### config.mk
export PLATFORM = sky130hd
export DESIGN_NAME = serial_mag_comparator
export DESIGN_NICKNAME = d
export VERILOG_FILES = /design/src/rtl/alu_cmp_pkg.sv /design/src/rtl/serial_mag_comparator_cmp2_slice.sv /design/src/rtl/serial_mag_comparator.sv
export SDC_FILE = /design/constraint.sdc
export NUM_CORES = 1
export LEC_CHECK = 0
export CELL_PAD_IN_SITES_DETAIL_PLACEMENT = 1
export CELL_PAD_IN_SITES_GLOBAL_PLACEMENT = 1
export CORE_MARGIN = 5
export CORE_UTILIZATION = 39
export CTS_CLUSTER_SIZE = 28
export DETAILED_ROUTE_END_ITERATION = 6
export PLACE_DENSITY_LB_ADDON = 0.1
export SLEW_MARGIN = 20
export SYNTH_ARGS = -nofsm -noshare
export SYNTH_HDL_FRONTEND = slang
export SYNTH_HIERARCHICAL = 1
export SYNTH_SLANG_ARGS = --single-unit
### constraint.sdc
create_clock -name clk -period 2.4 [get_ports clk]
set_input_delay 0.48 -clock clk [delete_from_list [all_inputs] [get_ports clk]]
set_output_delay 0.48 -clock clk [all_outputs]
set_load 0.01 [all_outputs]
### src/rtl/alu_cmp_pkg.sv
// Shared definitions for the serial magnitude comparator.
// state_t : FSM encoding (IDLE / RUN / DONE)
// cmp_t   : result code produced by one compare step
package alu_cmp_pkg;

    typedef enum logic [1:0] {
        ST_IDLE = 2'd0,
        ST_RUN  = 2'd1,
        ST_DONE = 2'd2
    } state_t;

    typedef enum logic [1:0] {
        CMP_EQ = 2'd0,
        CMP_GT = 2'd1,
        CMP_LT = 2'd2
    } cmp_t;

endpackage

### src/rtl/serial_mag_comparator_cmp2_slice.sv
// cmp2_slice: combinational 2-bit magnitude compare.
// Ports:
//   x, y : 2-bit operands
//   eq   : x == y
//   gt   : x >  y
//   lt   : x <  y
module cmp2_slice (
    input  logic [1:0] x,
    input  logic [1:0] y,
    output logic       eq,
    output logic       gt,
    output logic       lt
);

    assign eq = (x == y);
    assign gt = (x >  y);
    assign lt = (x <  y);

endmodule

### src/rtl/serial_mag_comparator.sv
// serial_mag_comparator: multi-cycle magnitude compare, two bits per cycle,
// MSB pair first, stopping at the first differing pair.
// Ports:
//   clk, rst_n : clock, asynchronous active-low reset
//   start      : request a compare (taken only when not busy)
//   a, b       : operands, sampled on the accepting edge
//   busy       : compare in progress
//   done       : one-cycle pulse when eq/gt/lt become valid
//   eq, gt, lt : one-hot result, held until the next accepted start
import alu_cmp_pkg::*;

module serial_mag_comparator #(
    parameter int WIDTH  = 32,
    parameter bit SIGNED = 1'b0
) (
    input  logic             clk,
    input  logic             rst_n,
    input  logic             start,
    input  logic [WIDTH-1:0] a,
    input  logic [WIDTH-1:0] b,
    output logic             busy,
    output logic             done,
    output logic             eq,
    output logic             gt,
    output logic             lt
);

    localparam int PAIRS = WIDTH / 2;
    localparam int CW    = $clog2(PAIRS) + 1;
    localparam logic [CW-1:0] CNT_INIT = CW'(PAIRS);
    localparam logic [CW-1:0] CNT_LAST = CW'(1);
    // Flipping the sign bit maps two's-complement order onto unsigned order.
    localparam logic [WIDTH-1:0] MSB_MASK = {SIGNED, {(WIDTH-1){1'b0}}};

    state_t           state_q, state_d;
    logic [WIDTH-1:0] sa, sb;
    logic [CW-1:0]    cnt;
    logic             pair_eq, pair_gt, pair_lt;
    logic             accept, finish;
    cmp_t             res;

    cmp2_slice u_slice (
        .x  (sa[WIDTH-1 -: 2]),
        .y  (sb[WIDTH-1 -: 2]),
        .eq (pair_eq),
        .gt (pair_gt),
        .lt (pair_lt)
    );

    always_comb begin
        state_d = state_q;
        accept  = 1'b0;
        finish  = 1'b0;
        res     = CMP_EQ;
        if (pair_gt)      res = CMP_GT;
        else if (pair_lt) res = CMP_LT;

        case (state_q)
            // DONE accepts exactly like IDLE so back-to-back compares need no bubble.
            ST_IDLE, ST_DONE: begin
                if (start) begin
                    accept  = 1'b1;
                    state_d = ST_RUN;
                end else begin
                    state_d = ST_IDLE;
                end
            end
            ST_RUN: begin
                if (!pair_eq || cnt == CNT_LAST) begin
                    finish  = 1'b1;
                    state_d = ST_DONE;
                end
            end
            default: state_d = ST_IDLE;
        endcase
    end

    always_ff @(posedge clk or negedge rst_n) begin
        if (!rst_n) begin
            state_q <= ST_IDLE;
            sa      <= '0;
            sb      <= '0;
            cnt     <= '0;
            busy    <= 1'b0;
            done    <= 1'b0;
            eq      <= 1'b0;
            gt      <= 1'b0;
            lt      <= 1'b0;
        end else begin
            state_q <= state_d;
            done    <= finish;
            if (accept) begin
                sa   <= a ^ MSB_MASK;
                sb   <= b ^ MSB_MASK;
                cnt  <= CNT_INIT;
                busy <= 1'b1;
                eq   <= 1'b0;
                gt   <= 1'b0;
                lt   <= 1'b0;
            end else if (finish) begin
                busy <= 1'b0;
                eq   <= (res == CMP_EQ);
                gt   <= (res == CMP_GT);
                lt   <= (res == CMP_LT);
            end else if (state_q == ST_RUN) begin
                // Pair was equal and more remain: bring the next pair to the top.
                sa  <= sa << 2;
                sb  <= sb << 2;
                cnt <= cnt - 1'b1;
            end
        end
    end

endmodule

# Yosys cells after proc, flatten, opt, wreduce, memory -nomap -nowiden
# Index checks and enable logic that the tools add are counted.
[op_classes]
n_addsub = 1
mul = 0
n_div = 0
order_cmp = 2
eq_ne = 8
shift = 0
muxes = 26
bitwise_logic = 0
reduce_logical = 8
[ops]
columns = ["cell", "count"]
rows = [
  ["$mux W32", 6],
  ["$mux W5", 3],
  ["$mux W1", 13],
  ["$mux W2", 3],
  ["$eq A5 B1 Y1 const B", 1],
  ["$sub A5 B1 Y5 const B", 1],
  ["$eq A2 B1 Y1 const B", 2],
  ["$eq A2 B2 Y1 const B", 2],
  ["$logic_not A2 Y1", 2],
  ["$ne A2 B2 Y1 const B", 2],
  ["$pmux W2 S2", 1],
  ["$reduce_bool A2 Y1", 2],
  ["$eq A2 B2 Y1", 1],
  ["$gt A2 B2 Y1", 1],
  ["$lt A2 B2 Y1", 1],
  ["$reduce_and A2 Y1", 1],
  ["$reduce_or A2 Y1", 1],
  ["$logic_not A1 Y1", 1],
  ["$logic_or A1 B1 Y1", 1],
]
[totals]
ff_bits = 76
latch_bits = 0
mem_bits_rw = 0
rom_bits = 0
output_inout_bits = 5
word_cells = 54
memories = 0

# Longest topological paths before layout
# Gate-level depths: netlist of run 1.
[depth]
depth_word = 7
ltp_mapped = 9
ltp_nobuf = 7

# Cells and area by module
# Netlist of run 1, hierarchy kept.
[by_module_without_submodules]
columns = ["mod", "instances", "cells_each", "area_each_um2"]
rows = [
  ["serial_mag_comparator", 1, 418, 3642.2],
  ["cmp2_slice", 1, 9, 62.6],
]

# Worst setup path after synthesis of run 1
# Ideal clock, no wire load.
[synth_path]
kind = "reg-to-reg"
from = "reg sa[31]"
to = "reg sb[18]"
setup_ps = 77
t_arrival_ps = 1932
t_required_ps = 2323
slack_ps = 390
stages_incl_launch_ff = 9
path_buffers = 3
period_less_slack_ps = 2010
path_cell_list = "dfrtp_1 ha_1 and2_4 clkbuf_1 and3b_1 clkbuf_1 buf_1 a31oi_1 a21oi_1"
[synth_via]
elab_chain_cells = 7
[synth_rtl]
columns = ["item", "line_no", "source"]
rows = [
  ["start: declaration", "serial_mag_comparator.sv:36", "logic [WIDTH-1:0] sa, sb;"],
  ["start signal: assignment", "serial_mag_comparator.sv:93", "sa <= a ^ MSB_MASK;"],
  ["start signal: assignment", "serial_mag_comparator.sv:107", "sa <= sa << 2;"],
  ["$eq A2 B2 Y1", "serial_mag_comparator_cmp2_slice.sv:15", "assign eq = (x == y);"],
  ["via pair_eq", "serial_mag_comparator.sv:38", "logic pair_eq, pair_gt, pair_lt;"],
  ["$logic_not A1 Y1", "serial_mag_comparator.sv:69", "if (!pair_eq || cnt == CNT_LAST) begin"],
  ["$logic_or A1 B1 Y1", "serial_mag_comparator.sv:69", ""],
  ["$mux W1", "serial_mag_comparator.sv:69", ""],
  ["$mux W1", "serial_mag_comparator.sv:58", "case (state_q)"],
  ["$ne A2 B2 Y1 (no line)", "--", ""],
  ["$reduce_and A2 Y1 (no line)", "--", ""],
  ["end signal: assignment", "serial_mag_comparator.sv:94", "sb <= b ^ MSB_MASK;"],
  ["end signal: assignment", "serial_mag_comparator.sv:108", "sb <= sb << 2;"],
  ["end: declaration", "serial_mag_comparator.sv:36", ""],
]
# The timed path passes the listed nets, and every way through them passes these cells.
# A chain may end at the register's enable or synchronous reset.

# Worst setup path after layout of run 1
[layout_path]
from = "reg cnt[1]"
to = "reg sa[19]"
[layout_via]
elab_chain_cells = 6
[layout_rtl]
columns = ["item", "line_no", "source"]
rows = [
  ["start: declaration", "serial_mag_comparator.sv:37", "logic [CW-1:0] cnt;"],
  ["start signal: assignment", "serial_mag_comparator.sv:109", "cnt <= cnt - 1'b1;"],
  ["$eq A5 B1 Y1", "serial_mag_comparator.sv:69", ""],
  ["$logic_or A1 B1 Y1", "serial_mag_comparator.sv:69", ""],
  ["$mux W1", "serial_mag_comparator.sv:69", ""],
  ["$mux W1", "serial_mag_comparator.sv:58", ""],
  ["$ne A2 B2 Y1 (no line)", "--", ""],
  ["$reduce_and A2 Y1 (no line)", "--", ""],
]
# No other way between the ends.

==> results of run 1 <==
-- registers in the layout, indices dropped and copies added, names as in the netlist --
| register | count |
|---|---|
| sa | 32 |
| sb | 32 |
| cnt | 5 |
| state_q | 2 |
| busy | 1 |
| done | 1 |
| eq | 1 |
| gt | 1 |
| lt | 1 |
-- worst reg2reg max path: cells and delay by family (launching register included) --
family	cells	cell delay, ps
adders and majority gates	1	200
DFF	1	410
and+or+nand+nor	1	670
buffers and inverters	2	430
AOI/OAI and AO/OA	2	390
-- cell families (layout without fill, tap and decap cells) --
group | after synthesis | after routing | synth area share (%)
fa+ha+maj | 4 | 4 | 1.35
mux | 3 | 3 | 0.811
buf+inv | 53 | 107 | 5.61
simple gates | 91 | 91 | 11.0
compound gates | 200 | 200 | 29.9
flops | 76 | 76 | 51.3
-- area by class of cell --
class                      count  area (sq um)  area share (%)
sequential                    76          1900            39.6
multi-input combinational    298          1620            33.6
timing repair buffer          82           841            17.5
tap                          129           161            3.36
clock buffer                   9           124            2.58
clock inverter                 7           124            2.58
inverter                       9          33.8           0.704
-- where the power goes --
part	leakage [nW]	total [mW]	internal [mW]	switching, mW
Sequential	0.872	2.27	1.90	0.367
Clock	0.120	1.23	0.698	0.528
Combinational	0.888	2.37	1.00	1.37
-- metal layers --
layer  wire length [microns]  track usage (%)  up-vias
li1                        -                -     1631
met1                    5210             27.6     1703
met2                    4880             28.9       72
met3                     442             5.22       13
met4                     145             4.69        0
met5                       0                0        -
-- cell usage after synthesis --
library cell,number
dfrtp_1,76
o21ai_0,67
a21oi_1,66
nor2_1,63
a31oi_1,60
clkbuf_1,32
buf_1,10
nand2_1,10
inv_1,9
ha_1,4
mux2i_1,3
nand2b_1,3
o311ai_0,3
a2111o_1,2
nand3_1,2
nand4_1,2
a211o_1,1
and2_1,1
and2_4,1
and3b_1,1
buf_2,1
buf_6,1
nand3b_1,1
nand4bb_1,1
nor2b_1,1
nor3_1,1
nor4b_2,1
o211ai_1,1
or3_1,1
or3b_2,1
or4b_1,1
-- metrics by stage --
| step | setup slack (ps) | instance area, sq um | hold WS, ps |
|---|---|---|---|
| final | 177 | 4800 | 118 |
| after global routing | 45.8 | 4800 | 143 |
| after CTS | 174 | 4800 | 133 |
| after detailed placement | 250 | 4550 | 522 |
| after global placement | 267 | 4550 | 516 |
| after floorplan | 390 | 3700 | 184 |
-- worst paths after layout --
path	from	to	slack, ps	cells after the start
setup / recovery	cnt[1]	sa[19]	180	6
hold reg to reg	sb[17]	sb[17]	540	2
max in group asynchronous	rst_n	sb[28]	1680	2
min in group clk	sb[17]	sb[17]	540	2
hold / removal	rst_n	cnt[3]	120	1
setup reg to reg	cnt[1]	sa[19]	180	6
==> flow_metrics.tcl, run 1 <==
set metrics [dict create \
    drc 0 \
    final_cell_mix "76 x dfrtp_1, 70 x clkdlybuf4s50_1, 67 x o21ai_0" \
    ir_worst_vdd_uv 448 \
    dr.pass1.iters 5 \
    synth_area_sq_mm 0.00370 \
    fp-row-count 35 \
    totalPowerFinal_mw 5.86 \
    insertion_delay_ps 360 \
    fin_crit_sh_pct 92.6 \
    cts_hold_buf 0 \
    syn-num-nets 498 \
    crit_path_end_kind "register" \
    p_leak_nw 1.88 \
    setup_viol 0 \
    synth.distinct_cells 31 \
    htreeDepth 3 \
    slowest_stage "or4b_2" \
    hpwl_mm 6.43 \
    grt_max_degree 69 \
    path_clk_slew_ps 90 \
    core_sq_mm 0.00924 \
    worstSetupPathType "reg -> reg" \
    nFillCells 1070 \
    cp.required_ps 2630 \
    critPathMaxFanout 48 \
    cts_tree "yes" \
    cp.arrival_ps 2460 \
    worstSetupStartpointType "register" \
    critPathMaxStageDelay_ps 670 \
    avgRoutedWirePerCell_microns 17.5 \
    tns_ps 0 \
    fmax_ghz 0.450 \
    die_x_microns 107 \
    globalRoute.totalOverflow 0 \
    routed-via-count 3419 \
    power_density_mw_per_mm2 1220 \
    grt_pass1_wl_mm 18.0 \
    relSlewSlack_pct 59.5 \
    grt_pass1_vias 3451 \
    avgViaCountPerCell 5.60 \
    ioPinCount 72 \
    path_cells "inv_1 > ha_1 > or4b_2 > buf_4 > a31oi_1 > a21oi_1" \
    ys_seq_elements 76 \
    start_util_pct 40.1 \
    drive_gt1_share_pct 7.28 \
    worstMarginPinSlew_ps 607 \
    final_common_cell "dfrtp_1" \
    period_needed_ps 2220 \
    post_cts_buffers 0 \
    place_congestion 0.775 \
    areaGrowthSynthToFinish_pct 29.6 \
    rsz0062_at_grt "false" \
    seq_area_frac_synth_pct 51.3 \
    path_buf_inv 2 \
    slew_violations 0 \
    nNetsFinal 547 \
    dieArea_sq_mm 0.0115 \
    post_cts_resized 0 \
    hp-class "in -> async" \
    hold_viol_final 0 \
    ys_top_cells_by_area "dfrtp_1 51%, a31oi_1 10%, o21ai_0 9.1%, a21oi_1 8.9%, nor2_1 6.4%" \
    yosys_warnings 6 \
    numClockSinks 76 \
    stdcell_count 610 \
    final_core_util_pct 52.0 \
    ant_nets 0 \
    antenna_found_initial 0 \
    cts_root_buf "clkbuf_8" \
    synthCells 427 \
    numCtsBuffers 9 \
    clk_path_buf_depth 2 \
    synth.avg_cell_area_sq_um 8.68 \
    drt_iter0_drc 177 \
    portBuffers 71 \
    dpl.cell_count 594 \
    maxCapViolCount 0 \
    skew_ps 12.0 \
    dieHeight_microns 107 \
    status "complete, no violations" \
    antenna_cells 0 \
    yosys.area.top_type_share_pct 51.3 \
    wl_mm 10.7 \
    critPathTopFamily "simple AND/OR/NAND/NOR gates" \
    grtUsageTotal_pct 19.2 \
    synth_top_area_cell "dfrtp_1" \
]
(Power assumes the default switching activity.)
==> inputs of run 2 (changes only) <==
Settings changed: CELL_PAD_IN_SITES_DETAIL_PLACEMENT 1 to 0, CORE_UTILIZATION 39 to 42.
Clock period 2.4 ns to 2.89 ns, I/O delays scaled along.
==> run 2 against run 1 <==
Effect of this change: largest power group unchanged; fmax is 7.0% lower; register-to-register slack better by 320 ps; critical path depth stayed put; utilization is 2.3 points higher; routed wire length is 9.4% lower; non-clock buffer count stayed put; sequential power is 18% lower; via count is 1.3% lower; setup slack better by 320 ps; sequential cell count stayed put; critical endpoint is now sa[21]; final area is 2.0% lower; die area is 6.5% lower.
==> flow_metrics.tcl, run 2 (synthesis gave the netlist of run 1 again) <==
set metrics [dict create \
    status "complete, no violations" \
    htreeDepth 3 \
    path_cells "inv_1 > ha_1 > or4b_2 > buf_4 > a31oi_1 > a21oi_1" \
    antenna_found_initial 0 \
    numCtsBuffers 9 \
    ioPinCount 72 \
    critPathMaxStageDelay_ps 910 \
    cp.required_ps 3120 \
    drive_gt1_share_pct 7.07 \
    grt_pass1_wl_mm 16.7 \
    grt_pass1_vias 3296 \
    hpwl_mm 5.94 \
    worstSetupStartpointType "register" \
    dpl.cell_count 573 \
    dieHeight_microns 104 \
    cts_root_buf "clkbuf_8" \
    globalRoute.totalOverflow 0 \
    fp-row-count 34 \
    grt_max_degree 77 \
    place_congestion 0.804 \
    final_cell_mix "76 x dfrtp_1, 70 x clkdlybuf4s50_1, 67 x o21ai_0" \
    avgRoutedWirePerCell_microns 16.4 \
    slew_violations 0 \
    drc 0 \
    nFillCells 853 \
    avgViaCountPerCell 5.73 \
    routed-via-count 3373 \
    path_clk_slew_ps 80 \
    critPathMaxFanout 25 \
    portBuffers 71 \
    p_leak_nw 1.86 \
    skew_ps 6.55 \
    cp.arrival_ps 2620 \
    clk_path_buf_depth 2 \
    numClockSinks 76 \
    crit_path_end_kind "register" \
    die_x_microns 104 \
    worstMarginPinSlew_ps 959 \
    cts_hold_buf 0 \
    relSlewSlack_pct 36.1 \
    grtUsageTotal_pct 18.0 \
    multi_input_area_sq_mm 0.00162 \
    dieArea_sq_mm 0.0108 \
    fin_ws_ps 501 \
    slowest_stage "or4b_2" \
    hold_viol_final 0 \
    hold_slack_ps 372 \
    post_cts_buffers 0 \
    areaGrowthSynthToFinish_pct 27.0 \
    core_sq_mm 0.00868 \
    fmax_ghz 0.419 \
    drt_iter0_drc 261 \
    stdcell_count 589 \
    nNetsFinal 547 \
    fin_crit_sh_pct 82.7 \
    final_core_util_pct 54.2 \
    final_common_cell "dfrtp_1" \
    setup_viol 0 \
    antenna_cells 0 \
    insertion_delay_ps 340 \
    period_needed_ps 2390 \
    start_util_pct 42.7 \
    cts_tree "yes" \
    rsz0062_at_grt "false" \
    tns_ps 0 \
    post_cts_resized 0 \
    worstSetupPathType "reg -> reg" \
    reg_top3 "sa: 32 flops, sb: 32 flops, cnt: 5 flops" \
    ir_worst_vdd_uv 371 \
    dr.pass1.iters 4 \
    ant_nets 0 \
    seq_area_sq_mm 0.00190 \
    wl_mm 9.68 \
    hp-class "in -> async" \
    power_density_mw_per_mm2 982 \
    maxCapViolCount 0 \
    dp_slack_ps 513 \
]
==> run 2: cell types whose count changed in the layout (fill, tap and decap cells not counted), moves of 2 or more <==
cell and delta:
buf_12 -2, buf_4 +2, bufinv_16 -2, clkbuf_8 +2
clkinv_2 +2, clkinv_4 -2
==> run 2: final cells by class <==
| class | instances | area share [%] |
|---|---|---|
| well taps | 108 | 2.87 |
| multi-input cells | 298 | 34.3 |
| clock inverters | 4 | 1.01 |
| repair buffers | 82 | 17.3 |
| inverters | 9 | 0.718 |
| clock buffers | 12 | 3.30 |
| flip-flops and latches | 76 | 40.4 |
==> run 2: stage by stage <==
step | area [sq um] | power [mW]
global placement | 4500 | 3.75
global route | 4700 | 5.01
CTS | 4700 | 4.64
finish | 4700 | 4.62
detailed placement | 4500 | 3.81
floorplan | 3700 | 3.19
==> run 2: final timing paths <==
check	start	to	slack [ps]	depth (start not counted)
setup / recovery	cnt[1]	sa[21]	500	6
hold / removal	rst_n	busy	370	1
setup reg to reg	cnt[1]	sa[21]	500	6
hold reg to reg	sa[1]	sa[1]	530	2
max in group asynchronous	rst_n	sb[14]	1890	1
min in group clk	sa[1]	sa[1]	530	2
==> run 2: where the power goes <==
part           internal [mW]  switching (mW)  leakage, nW  total, mW
Clock                  0.444           0.388        0.102      0.832
Sequential              1.58           0.289        0.872       1.87
Combinational          0.827            1.09        0.885       1.92
==> run 2: metal layers <==
metal,track usage (%),share of wire (%)
met5,0,0
met4,5.46,1.5
met3,3.79,4.7
met2,25.0,44
met1,27.9,50
==> run 2: critical path, delay by kind of cell, from the launching register on <==
family / cells / cell delay [ps]
buffers and inverters: 2 / 440
AND/OR/NAND/NOR: 1 / 910
flip-flops: 1 / 410
AO/OA/AOI/OAI: 2 / 320
adder cells (fa/ha/maj): 1 / 180
